==> config.mk <==
export PLATFORM = sky130hd
export DESIGN_NAME = if_prefetch_unit
export DESIGN_NICKNAME = d
export VERILOG_FILES = /design/src/rtl/if_prefetch_unit_pkg.sv /design/src/rtl/if_prefetch_unit_sync_fifo.sv /design/src/rtl/if_prefetch_unit.sv
export SDC_FILE = /design/constraint.sdc
export NUM_CORES = 1
export LEC_CHECK = 0
export BUFFER_PORTS_ARGS = -buffer_cell sky130_fd_sc_hd__buf_2
export CAP_MARGIN = 20
export CORE_MARGIN = 5
export CORE_UTILIZATION = 58
export CTS_CLUSTER_DIAMETER = 50
export DETAILED_ROUTE_END_ITERATION = 7
export GPL_TIMING_DRIVEN = 0
export PLACE_DENSITY = 0.81
export RECOVER_POWER = 50
export SYNTH_ARGS = -nofsm -noshare
export SYNTH_HDL_FRONTEND = slang
export SYNTH_HIERARCHICAL = 1
export SYNTH_SLANG_ARGS = --single-unit
==> constraint.sdc <==
create_clock -name clk -period 4.2 [get_ports clk]
set_input_delay 0.42 -clock clk [delete_from_list [all_inputs] [get_ports clk]]
set_output_delay 0.42 -clock clk [all_outputs]
set_load 0.05 [all_outputs]
==> src/rtl/if_prefetch_unit_pkg.sv <==
// Shared definitions for the instruction-fetch front-end: bus widths,
// reset PC, common constants and the redirect/fetch-state encodings.
package if_prefetch_unit_pkg;

  localparam int INST_ADDR_BUS_W = 32;
  localparam int INST_DATA_BUS_W = 32;

  localparam logic [INST_ADDR_BUS_W-1:0] RESET_PC_VAL = '0;
  localparam logic [31:0]                ZERO_WORD    = 32'h0000_0000;
  localparam logic                       ENABLE       = 1'b1;
  localparam logic                       DISABLE      = 1'b0;

  // Byte distance between consecutive word-aligned fetches.
  localparam int PC_STEP = 4;

  typedef enum logic [1:0] {
    REDIR_NONE,
    REDIR_ID,
    REDIR_EX
  } redirect_src_e;

  typedef enum logic {
    FETCH_RUN,
    FETCH_FLUSH
  } fetch_state_e;

  // EX resolves older instructions than ID, so it wins when both fire.
  function automatic redirect_src_e select_redirect(input logic ex_flag,
                                                    input logic id_flag);
    redirect_src_e sel;
    sel = REDIR_NONE;
    if (ex_flag) begin
      sel = REDIR_EX;
    end else if (id_flag) begin
      sel = REDIR_ID;
    end
    return sel;
  endfunction

endpackage

==> src/rtl/if_prefetch_unit_sync_fifo.sv <==
// Synchronous FIFO with clear, occupancy count and a registered head entry;
// used as the prefetch queue between instruction memory and IF/ID.
module sync_fifo #(
  parameter int WIDTH = 8,
  parameter int DEPTH = 4
) (
  input  logic                       clk,
  input  logic                       rst,
  input  logic                       push,
  input  logic                       pop,
  input  logic                       clear,
  input  logic [WIDTH-1:0]           wdata,
  output logic                       full,
  output logic                       empty,
  output logic [$clog2(DEPTH+1)-1:0] count,
  output logic [WIDTH-1:0]           rdata
);

  localparam int PTR_W = (DEPTH > 1) ? $clog2(DEPTH) : 1;
  localparam int CNT_W = $clog2(DEPTH + 1);

  logic [WIDTH-1:0] storage [DEPTH];
  logic [PTR_W-1:0] wr_ptr;
  logic [PTR_W-1:0] rd_ptr;
  logic [CNT_W-1:0] cnt;
  logic             do_push;
  logic             do_pop;

  assign empty   = (cnt == '0);
  assign full    = (cnt == CNT_W'(DEPTH));
  assign count   = cnt;
  assign rdata   = storage[rd_ptr];
  assign do_pop  = pop && !empty;
  // A full queue can still take a push when the head leaves in the same cycle.
  assign do_push = push && (!full || do_pop);

  always_ff @(posedge clk) begin
    if (rst || clear) begin
      wr_ptr <= '0;
      rd_ptr <= '0;
      cnt    <= '0;
    end else begin
      if (do_push) begin
        wr_ptr <= wr_ptr + PTR_W'(1);
      end
      if (do_pop) begin
        rd_ptr <= rd_ptr + PTR_W'(1);
      end
      cnt <= cnt + CNT_W'(do_push) - CNT_W'(do_pop);
    end
  end

  // Storage needs no reset: the head is only observed while the queue is non-empty.
  always_ff @(posedge clk) begin
    if (!rst && !clear && do_push) begin
      storage[wr_ptr] <= wdata;
    end
  end

endmodule

==> src/rtl/if_prefetch_unit.sv <==
// Instruction-fetch front-end: issues pipelined memory requests under a credit
// limit, queues returned instructions with their PCs and handles branch redirects.
module if_prefetch_unit
  import if_prefetch_unit_pkg::*;
#(
  parameter int                    ADDR_WIDTH      = INST_ADDR_BUS_W,
  parameter int                    INST_WIDTH      = INST_DATA_BUS_W,
  parameter int                    FIFO_DEPTH      = 4,
  parameter int                    MAX_OUTSTANDING = 2,
  parameter logic [ADDR_WIDTH-1:0] RESET_PC        = '0
) (
  input  logic                  clk,
  input  logic                  rst,
  output logic                  mem_req_o,
  output logic [ADDR_WIDTH-1:0] mem_addr_o,
  input  logic                  mem_ready_i,
  input  logic                  mem_rvalid_i,
  input  logic [INST_WIDTH-1:0] mem_rdata_i,
  input  logic                  ex_b_flag_i,
  input  logic [ADDR_WIDTH-1:0] ex_b_target_addr_i,
  input  logic                  id_b_flag_i,
  input  logic [ADDR_WIDTH-1:0] id_b_target_addr_i,
  input  logic                  stall_i,
  output logic                  inst_valid_o,
  output logic [ADDR_WIDTH-1:0] pc_o,
  output logic [INST_WIDTH-1:0] inst_o,
  output logic                  stall_req_o
);

  localparam int CNT_W = $clog2(FIFO_DEPTH + 1);
  localparam int OUT_W = $clog2(MAX_OUTSTANDING + 1);
  localparam int Q_W   = ADDR_WIDTH + INST_WIDTH;

  localparam logic [ADDR_WIDTH-1:0] PC_INC     = ADDR_WIDTH'(PC_STEP);
  localparam logic [ADDR_WIDTH-1:0] ALIGN_MASK = ~ADDR_WIDTH'(3);

  logic [ADDR_WIDTH-1:0] fetch_pc;
  logic [ADDR_WIDTH-1:0] resp_pc;
  logic [OUT_W-1:0]      outstanding;
  logic [OUT_W-1:0]      drop_cnt;
  fetch_state_e          state;

  redirect_src_e         redir_src;
  logic                  redirect;
  logic [ADDR_WIDTH-1:0] redir_target;

  logic                  issue;
  logic                  accept;
  logic                  resp_live;
  logic [OUT_W-1:0]      outstanding_next;
  logic [OUT_W-1:0]      drop_next;

  logic                  q_push;
  logic                  q_pop;
  logic                  q_full;
  logic                  q_empty;
  logic [CNT_W-1:0]      q_count;
  logic [Q_W-1:0]        q_wdata;
  logic [Q_W-1:0]        q_rdata;

  always_comb begin
    redir_src    = select_redirect(ex_b_flag_i, id_b_flag_i);
    redirect     = (redir_src != REDIR_NONE);
    redir_target = '0;
    case (redir_src)
      REDIR_EX: redir_target = ex_b_target_addr_i & ALIGN_MASK;
      REDIR_ID: redir_target = id_b_target_addr_i & ALIGN_MASK;
      default:  redir_target = '0;
    endcase
  end

  // Counting queued plus in-flight entries reserves a slot for every live
  // response, so the queue can never be asked to accept more than it holds.
  assign issue = !rst && !redirect
              && (int'(outstanding) < MAX_OUTSTANDING)
              && ((int'(q_count) + int'(outstanding)) < FIFO_DEPTH);

  assign mem_req_o  = issue;
  assign mem_addr_o = fetch_pc;
  assign accept     = issue && mem_ready_i;

  assign resp_live = mem_rvalid_i && (state == FETCH_RUN);
  assign q_push    = resp_live && !redirect && (!q_full || q_pop);
  assign q_pop     = !q_empty && !stall_i && !redirect;
  assign q_wdata   = {resp_pc, mem_rdata_i};

  always_comb begin
    outstanding_next = outstanding + OUT_W'(accept) - OUT_W'(mem_rvalid_i);
    drop_next        = drop_cnt;
    if (redirect) begin
      // Every response still in flight predates the new target; the
      // outstanding count already covers any drops that were pending.
      if (mem_rvalid_i) begin
        drop_next = (outstanding != '0) ? outstanding - OUT_W'(1) : '0;
      end else begin
        drop_next = outstanding;
      end
    end else if (mem_rvalid_i && (drop_cnt != '0)) begin
      drop_next = drop_cnt - OUT_W'(1);
    end
  end

  always_ff @(posedge clk) begin
    if (rst) begin
      fetch_pc    <= RESET_PC;
      resp_pc     <= RESET_PC;
      outstanding <= '0;
      drop_cnt    <= '0;
      state       <= FETCH_RUN;
    end else begin
      outstanding <= outstanding_next;
      drop_cnt    <= drop_next;
      state       <= (drop_next != '0) ? FETCH_FLUSH : FETCH_RUN;
      if (redirect) begin
        fetch_pc <= redir_target;
        resp_pc  <= redir_target;
      end else begin
        if (accept) begin
          fetch_pc <= fetch_pc + PC_INC;
        end
        if (q_push) begin
          resp_pc <= resp_pc + PC_INC;
        end
      end
    end
  end

  sync_fifo #(
    .WIDTH (Q_W),
    .DEPTH (FIFO_DEPTH)
  ) u_queue (
    .clk   (clk),
    .rst   (rst),
    .push  (q_push),
    .pop   (q_pop),
    .clear (redirect),
    .wdata (q_wdata),
    .full  (q_full),
    .empty (q_empty),
    .count (q_count),
    .rdata (q_rdata)
  );

  assign inst_valid_o = !q_empty;
  assign pc_o         = q_empty ? '0 : q_rdata[Q_W-1 -: ADDR_WIDTH];
  assign inst_o       = q_empty ? '0 : q_rdata[INST_WIDTH-1:0];
  assign stall_req_o  = q_empty;

endmodule

==> results.yml, run 1 <==
global_route:
  grt_max_degree: 61
  grt_pass1_wl_mm: 55.18
  antenna_found_initial: 0
  grt_usage: 0.2494
  overflow: 0
  first_global_vias: 9787
worst_setup_path:
  path_class: "reg2reg"
  worst-path-max-fanout: 10
  worstPathCellList: "nor3_1 > o21ai_0 > nand2_1 > clkbuf_1 > nor2_1 > a21boi_2 > a21bo_1 > ha_1 > fa_1 > xnor2_1 > xnor2_1 > nor3_1"
  cp-start-kind: "flip-flop"
  crit_path_top_delay_cell: "nor3_1"
  required_ps: 4560
  crit_path_end_kind: "flip-flop"
  crit_path_max_incr_delay_ps: 660
  worstPathArrival_ps: 4170
clock_network:
  cts_root_buf: "clkbuf_16"
  cts.htree.levels: 2
  cts_buffers: 35
  cts_tree: "done"
  postCtsHoldBufs: 0
  clkLatencyLatePin_ps: 500
  cts_resized: 0
  clkTransAtPathRegs_ps: 60
  post-cts-setup-buffers: 0
  clk_path_buf_depth: 3
  cts.sink_count: 330
floorplanning:
  core_area_mm2: 0.02439
  pin_count: 202
  die_h_um: 167.8
  row_count: 57
  dieArea_mm2: 0.02816
  die_width_um: 167.8
  start_util: 0.5922
yosys:
  netlist_area_mm2: 0.01445
  syn_inst: 988
  synthArstFlopShare: 0
  syn_avg_cell_area_um2: 14.62
  synth_edf_count: 256
  ys_seq_area_frac: 0.6347
  synth.distinct_cells: 80
  synth_seq_cells: 330
  ys_warn_count: 6
  yosys_most_used_dff: "edfxtp_1"
drt:
  drt-initial-drc-count: 990
  vias: 9804
  routed_wl_mm: 35.71
  wl_per_cell_um: 22.57
  drc: 0
  drt_first_pass_iters: 5
  viasPerCell: 6.197
  drt.antenna.violating_nets: 0
placed_design:
  place_inst: 1519
  routabilityCongestion: 0.9615
  place_area_mm2: 0.01598
  hpwl_mm: 24.52
  port_buffers: 194
timing:
  fin_skew_ps: 12.71
  drv_slew: 0
  setup_viol_count_final: 0
  tightestPinTransition_ps: 1008
  fin_crit_sh: 0.9076
  period_needed_ps: 3812
  hold_viol: 0
  rsz0062_at_grt: "false"
  timing.fmax_mhz: 262.3
  relSlewSlack: 0.3219
pwr:
  peakVddDrop_uv: 317.1
  p_leak_nw: 5.878
  powerDensity_mw_per_mm2: 426.1
final_layout:
  final_cell_area_mm2: 0.01707
  fin_nets: 1347
  multi_input_area_mm2: 0.004838
  num_antenna_cells: 0
  n_fill_cell: 1692
  drive_gt1_frac: 0.2369
  regArea_mm2: 0.009169
  area_delta_synth_final_pct: 18.15
  fin_cells: 1582
status:
  status: "completed"
run:
  drv_cap: 0
min_path:
  hp-class: "in2reg"
## layout make-up
class / count / area share
sequential: 330 / 0.5372
clock inverter: 20 / 0.01496
tap: 324 / 0.02375
buffer: 58 / 0.02229
inverter: 20 / 0.004399
multi-input combinational: 589 / 0.2835
clock buffer: 43 / 0.05557
timing repair buffer: 198 / 0.05828
## final timing paths
check	start	endpoint	slack, ps	depth (start not counted)
worst max-delay path	u_queue/count[1]	u_queue/count[2]	390	12
worst min-delay path	mem_rdata_i[31]	u_queue/storage[1][31]	170	1
worst min register to register	u_queue/wr_ptr[1]	u_queue/wr_ptr[1]	500	2
worst max register to register	u_queue/count[1]	u_queue/count[2]	390	12
## worst max-delay path, delay by kind of cell (launching register included)
family                   cells  cell delay, ps
AO/OA/AOI/OAI                3             950
XOR/XNOR                     2             320
adder cells (fa/ha/maj)      2             580
buffers and inverters        1             440
flip-flops                   1             390
AND/OR/NAND/NOR              4            1000
## placed cells by master (no fill, tap or decap), drive strengths merged, types with 6 or more instances in the layout
cell,netlist,layout
and2,8,8
o31ai,13,13
mux4,64,64
a211oi,28,28
nand3,34,34
nand2b,6,6
inv,19,21
nor2,21,21
buf,38,169
ha,11,11
and3,15,15
edfxtp,256,256
clkinv,1,11
nor4,12,12
o21ai,37,37
conb,1,10
a22o,10,10
nor2b,67,67
nand2,48,48
clkbuf,20,130
a22oi,23,23
or4,6,6
and4,10,10
dfxtp,74,74
nand4,16,16
nor3,24,24
a21oi,51,51
a311oi,6,6
## state kept, by name, indices dropped and copies added, names as in the netlist, named ones only
register and count:
u_queue/rd_ptr 2, drop_cnt 2, u_queue/count 3, mem_addr_o 30, u_queue/wr_ptr 2, outstanding 2
u_queue/storage 256, resp_pc 30, state 1
## cell families after synthesis
family | count (synthesis) | share of synthesized area
flip-flops | 330 | 0.6347
AND/OR/NAND/NOR | 277 | 0.1101
AO/OA/AOI/OAI | 213 | 0.1028
buffers and inverters | 78 | 0.03205
multiplexers | 69 | 0.1043
adder cells (fa/ha/maj) | 12 | 0.01091
XOR/XNOR | 8 | 0.004851
other | 1 | 0.0002596
## Yosys cell counts, types with 3 or more instances
cell type  instances  area share
nand4_1           15      0.0065
dfxtp_1           74        0.10
nand2b_1           6      0.0026
nor2_1            21      0.0055
and2_1             7      0.0030
a22oi_1           23       0.012
edfxtp_1         256        0.53
mux2i_1            5      0.0035
o31ai_1           12      0.0062
mux4_2            60       0.094
a211oi_1          28       0.015
buf_4              6      0.0031
nor3_1            23      0.0080
or3_1              3      0.0013
o21a_1             5      0.0026
a22o_1            10      0.0061
nor4_1            11      0.0048
a21o_1             5      0.0026
inv_1             19      0.0049
buf_2             21      0.0073
or4_1              6      0.0031
o21ai_0           36       0.012
xor2_1             3      0.0018
buf_6              3      0.0023
a311oi_1           6      0.0036
a41o_1             3      0.0021
xnor2_1            5      0.0030
clkbuf_1          19      0.0049
mux4_1             4      0.0073
nand3_1           32       0.011
and3_1            15      0.0065
buf_12             6      0.0083
nor2b_1           67       0.029
and4_1             8      0.0049
ha_1              11      0.0095
a31oi_1            4      0.0017
nand2_1           48       0.012
a21oi_1           51       0.018
## routing by layer
metal / part of all wire / track usage
met5: 0 / 0
met4: 0.025 / 0.07375
met3: 0.093 / 0.04713
met2: 0.49 / 0.4168
met1: 0.39 / 0.3381
## through the flow
| step | power (mW) | hold slack [ps] | TNS [ps] | utilization | setup WS (ps) |
|---|---|---|---|---|---|
| 2_1_floorplan | 3.968 | 467.7 | 0 | - | 154.2 |
| 3_3_place_gp | 4.139 | 476.4 | -308620 | 0.6500 | -1256 |
| 3_5_place_dp | 4.155 | 486.8 | 0 | 0.6551 | 508.1 |
| 4_1_cts | 7.316 | 105.1 | 0 | 0.7044 | 401.0 |
| 5_1_grt | 7.506 | 178.1 | 0 | 0.6997 | 171.7 |
| 6_report | 7.272 | 167.8 | 0 | 0.6997 | 388.0 |
## where the power goes
group / internal (mW) / switching [mW]
clock network: 1.93 / 1.25
registers: 3.56 / 0.0751
logic: 0.145 / 0.308
total: 5.64 / 1.63
Power figures use the tool's default switching activity.
==> inputs of run 2 (changes only) <==
CELL_PAD_IN_SITES_DETAIL_PLACEMENT = 2   (was default)
CELL_PAD_IN_SITES_GLOBAL_PLACEMENT = 2   (was default)
CORE_UTILIZATION = 41   (was 58)
PLACE_DENSITY = default   (was 0.81)
PLACE_DENSITY_LB_ADDON = 0.1   (was default)
==> run 2 against run 1 <==
Largest power group unchanged; highest routed layer unchanged; critical path depth down 7; wire length up 38%; critical path type is now reg2out; largest cell class unchanged; maximum frequency down 3.8%.
==> results.yml, run 2 (same netlist as run 1, synthesis figures left out) <==
drt:
  vias: 10144
  drc: 0
  drt-initial-drc-count: 602
  routed_wl_mm: 49.15
  drt_first_pass_iters: 5
  wl_per_cell_um: 28.43
  viasPerCell: 5.867
  drt.antenna.violating_nets: 0
clock_network:
  cts_root_buf: "clkbuf_16"
  clkLatencyLatePin_ps: 550
  cts_resized: 0
  clk_path_buf_depth: 3
  cts_tree: "done"
  post-cts-setup-buffers: 0
  cts.htree.levels: 2
  clkTransAtPathRegs_ps: 60
  cts.sink_count: 330
  cts_buffers: 43
  postCtsHoldBufs: 0
worst_setup_path:
  r2r-end: "u_queue/storage[2][50]"
  path_class: "reg2out"
  worstReg2RegStart: "u_queue/count[1]"
  r2r_cells: 8
  worst-path-max-fanout: 10
  cp-start-kind: "flip-flop"
  r2r_slack_ps: 290
  worstPathArrival_ps: 3540
  crit_path_end_kind: "primary output"
  required_ps: 3780
placed_design:
  place_ws_ps: 320.9
  hpwl_mm: 34.30
  port_buffers: 194
  routabilityCongestion: 0.8139
min_path:
  min-delay-start: "mem_rdata_i[8]"
  hp-class: "in2reg"
  min_to: "u_queue/storage[3][8]"
  hold_depth: 1
floorplanning:
  core_area_mm2: 0.03463
  pin_count: 202
  die_h_um: 197.7
  dieArea_mm2: 0.03909
  row_count: 68
  die_width_um: 197.7
  start_util: 0.4171
run:
  drv_cap: 0
global_route:
  grt_max_degree: 42
  grt_usage: 0.2497
  first_global_vias: 11083
  antenna_found_initial: 0
  met3_usage: 0.03914
  grt_pass1_wl_mm: 73.35
  gr-usage-met1: 0.3255
  use_met2: 0.4354
  overflow: 0
  busiest_layer: "met2"
final_layout:
  num_antenna_cells: 0
  area_delta_synth_final_pct: 20.70
  final_common_cell: "edfxtp_1"
  top_register: "u_queue/storage"
  final_cell_mix: "256 x edfxtp_1, 149 x buf_2, 94 x clkbuf_1"
  fin_util: 0.5035
  largest_reg_flops: 256
  fin_nets: 1356
  drive_gt1_frac: 0.2457
timing:
  layout_setup_ws_ps: 236.1
  setup_viol_count_final: 0
  drv_slew: 0
  timing.fmax_mhz: 252.3
  period_needed_ps: 3964
  relSlewSlack: 0.01301
  fin_skew_ps: 19.46
  hold_viol: 0
  tightestPinTransition_ps: 1480
  fin_crit_sh: 0.9438
  rsz0062_at_grt: "false"
pwr:
  peakVddDrop_uv: 263.0
  power.share.clock: 0.466
  intPower_mw: 5.833
  switching_share: 0.2452
  p_seq_frac: 0.472
  p_switching_mw: 1.895
  p_leak_nw: 5.976
  powerDensity_mw_per_mm2: 443.3
  power_frac_comb: 0.062
status:
  status: "completed"
==> run 2: final cells by class <==
type / count / area (um2)
Sequential cell: 330 / 9169
Timing Repair Buffer: 199 / 1006
Multi-Input combinational cell: 589 / 4845
Clock inverter: 25 / 225.2
Tap cell: 455 / 569.3
Clock buffer: 53 / 1166
Inverter: 20 / 75.07
Buffer: 58 / 380.4
Fill cell: 3374 / 17190
==> run 2: how the worst max path moves through the flow <==
| stage | startpoint | endpoint | slack [ps] | cells after the start |
|---|---|---|---|---|
| 6_report | u_queue/count[1] | pc_o[22] | 240 | 5 |
| 5_1_grt | u_queue/count[1] | u_queue/storage[2][5] | 90 | 8 |
| 4_1_cts | u_queue/count[1] | pc_o[22] | 100 | 5 |
| 3_5_place_dp | ex_b_flag_i | u_queue/storage[3][10] | 320 | 9 |
| 3_3_place_gp | ex_b_flag_i | u_queue/storage[2][11] | -1660 | 8 |
| 2_1_floorplan | u_queue/count[1] | u_queue/storage[0][0] | 150 | 7 |
==> run 2: critical path, stage by stage (launching register included) <==
cell	delay, ps
dfxtp_1	390
nor3_1	840
clkbuf_1	820
clkbuf_1	560
nor2b_1	140
buf_2	250
==> run 2: layer usage <==
metal / routed length (um) / vias to the layer above
li1: - / 4449
met1: 20400 / 5264
met2: 24820 / 356
met3: 2685 / 75
met4: 1239 / 0
met5: 0 / -
==> run 2: power groups by stage <==
stage          Combinational [mW]  Clock [mW]  Sequential [mW]
2_1_floorplan               0.231           0             3.74
3_3_place_gp                0.467           0             3.70
3_5_place_dp                0.487           0             3.71
4_1_cts                     0.496        3.67             3.64
5_1_grt                     0.520        3.84             3.65
6_report                    0.482        3.60             3.65
==> run 2: per-stage QoR <==
step / hold slack (ps) / setup TNS, ps / instances / cell area (um2) / power, mW
after floorplan: 467.7 / 0 / 997 / 14480 / 3.968
after global placement: 472.9 / -417880 / 1646 / 16020 / 4.169
after detailed placement: 492.9 / 0 / 1650 / 16150 / 4.197
after CTS: 74.58 / 0 / 1728 / 17540 / 7.808
after global routing: 142.3 / 0 / 1729 / 17440 / 8.010
final: 146.5 / 0 / 1729 / 17440 / 7.728
==> inputs of run 3 (changes only) <==
CORE_UTILIZATION = 44   (was 41)
clock period = 4.7 ns   (was 4.2 ns; I/O delays follow)
==> run 3 against run 2 <==
Count of clock-buffer cells in the layout up 1; critical path depth up 3; first-iteration DRC count up 42%; cell area down 0.65%; global-route usage up 2.9 points.
==> results.yml, run 3 (same netlist as run 1, synthesis figures left out) <==
worst_setup_path:
  worstReg2RegStart: "u_queue/count[1]"
  worstPathArrival_ps: 4280
  crit_start: "u_queue/count[1]"
  cp-start-kind: "flip-flop"
  required_ps: 4910
  worst-path-max-fanout: 33
  crit_path_end_kind: "flip-flop"
  path_class: "reg2reg"
drt:
  drt_first_pass_iters: 5
  drc: 0
  viasPerCell: 6.053
  wl_per_cell_um: 29.95
  vias: 10339
  drt-initial-drc-count: 852
  routed_wl_mm: 51.15
  drt.antenna.violating_nets: 0
floorplanning:
  pin_count: 202
  die_h_um: 191.2
  dieArea_mm2: 0.03655
  die_width_um: 191.2
  start_util: 0.4451
  core_area_mm2: 0.03245
  row_count: 66
pwr:
  powerDensity_mw_per_mm2: 393.3
  power_frac_comb: 0.064
  intPower_mw: 5.151
  switching_share: 0.2439
  p_switching_mw: 1.662
  p_seq_frac: 0.478
  peakVddDrop_uv: 276.0
  power.share.clock: 0.457
  p_leak_nw: 5.938
placed_design:
  routabilityCongestion: 0.8354
  place_area_mm2: 0.01612
  port_buffers: 194
  hpwl_mm: 33.65
min_path:
  min-delay-start: "mem_rdata_i[16]"
  hp-class: "in2reg"
clock_network:
  cts_buffers: 39
  cts.sink_count: 330
  cts_root_buf: "clkbuf_16"
  cts_resized: 0
  clkTransAtPathRegs_ps: 70
  clkLatencyLatePin_ps: 540
  postCtsHoldBufs: 0
  clk_path_buf_depth: 3
  post-cts-setup-buffers: 0
  cts_tree: "done"
  cts.htree.levels: 2
global_route:
  grt_max_degree: 45
  grt_pass1_wl_mm: 75.36
  antenna_found_initial: 1
  first_global_vias: 11174
  grt_usage: 0.2785
  overflow: 0
timing:
  drv_slew: 0
  fin_skew_ps: 21.02
  period_needed_ps: 4073
  rsz0062_at_grt: "false"
  hold_viol: 0
  tightestPinTransition_ps: 1287
  timing.fmax_mhz: 245.5
  fin_crit_sh: 0.8665
  setup-tns-final_ps: 0
  hold_ws_ps: 222.3
  relSlewSlack: 0.1342
  setup_viol_count_final: 0
run:
  drv_cap: 0
final_layout:
  drive_gt1_frac: 0.2449
  multi_input_area_mm2: 0.004848
  largest_reg_flops: 256
  n_fill_cell: 3065
  regArea_mm2: 0.009169
  final_common_cell: "edfxtp_1"
  final_cell_area_mm2: 0.01732
  final_cell_mix: "256 x edfxtp_1, 147 x buf_2, 93 x clkbuf_1"
  area_delta_synth_final_pct: 19.91
  num_antenna_cells: 0
  top_register: "u_queue/storage"
  fin_nets: 1351
status:
  status: "completed"
-- run 3: cell types whose count changed in the layout (fill, tap and decap cells not counted), moves of 2 or more --
cell,change
clkbuf_16,-4
clkinv_1,-3
clkbuf_8,+7
inv_8,-2
buf_2,-2
inv_6,-2
clkinvlp_4,-2
clkinv_4,-2
buf_16,-2
and3_4,+2
clkinv_2,+3
buf_12,+2
-- run 3: per-stage QoR --
step	total power [mW]	cells	setup WS [ps]	util
finish	6.813	1708	627.3	0.5337
global route	7.045	1708	512.6	0.5337
CTS	6.869	1708	796.2	0.5371
detailed placement	3.749	1637	749.9	0.4966
global placement	3.722	1633	-1120	0.4931
floorplan	3.546	997	654.2	-
-- run 3: final cells by class --
cell class	count	area share
flip-flops and latches	330	0.5293
multi-input cells	589	0.2799
clock buffers	54	0.06667
repair buffers	198	0.05692
well taps	442	0.03193
plain buffers	58	0.02189
clock inverters	17	0.009029
inverters	20	0.004334
-- run 3: final timing paths --
check / to / slack, ps / cells past startpoint
setup / recovery: u_queue/storage[3][1] / 630 / 8
hold / removal: u_queue/storage[1][16] / 220 / 1
hold reg to reg: mem_addr_o[31] / 500 / 2
setup reg to reg: u_queue/storage[3][1] / 630 / 8
-- run 3: power groups by stage --
stage	logic [mW]	registers [mW]	clock network, mW
CTS	0.444	3.26	3.17
global placement	0.414	3.31	0
finish	0.437	3.26	3.12
global route	0.466	3.26	3.32
floorplan	0.206	3.34	0
detailed placement	0.433	3.32	0
-- run 3: routing by layer --
layer | global-route usage | share of wire | vias up
met2 | 0.4729 | 0.49 | 485
met1 | 0.3596 | 0.41 | 5325
met3 | 0.05917 | 0.071 | 96
met4 | 0.08978 | 0.030 | 0
met5 | 0 | 0 | -
li1 | - | - | 4433
-- run 3: worst max-delay path: stages, from the launching register on --
cell,delay (ps)
dfxtp_1,510
nor3_1,190
o21ai_0,820
nand2_1,220
clkbuf_1,340
nor2_1,250
a21boi_2,400
and3_4,640
buf_12,310
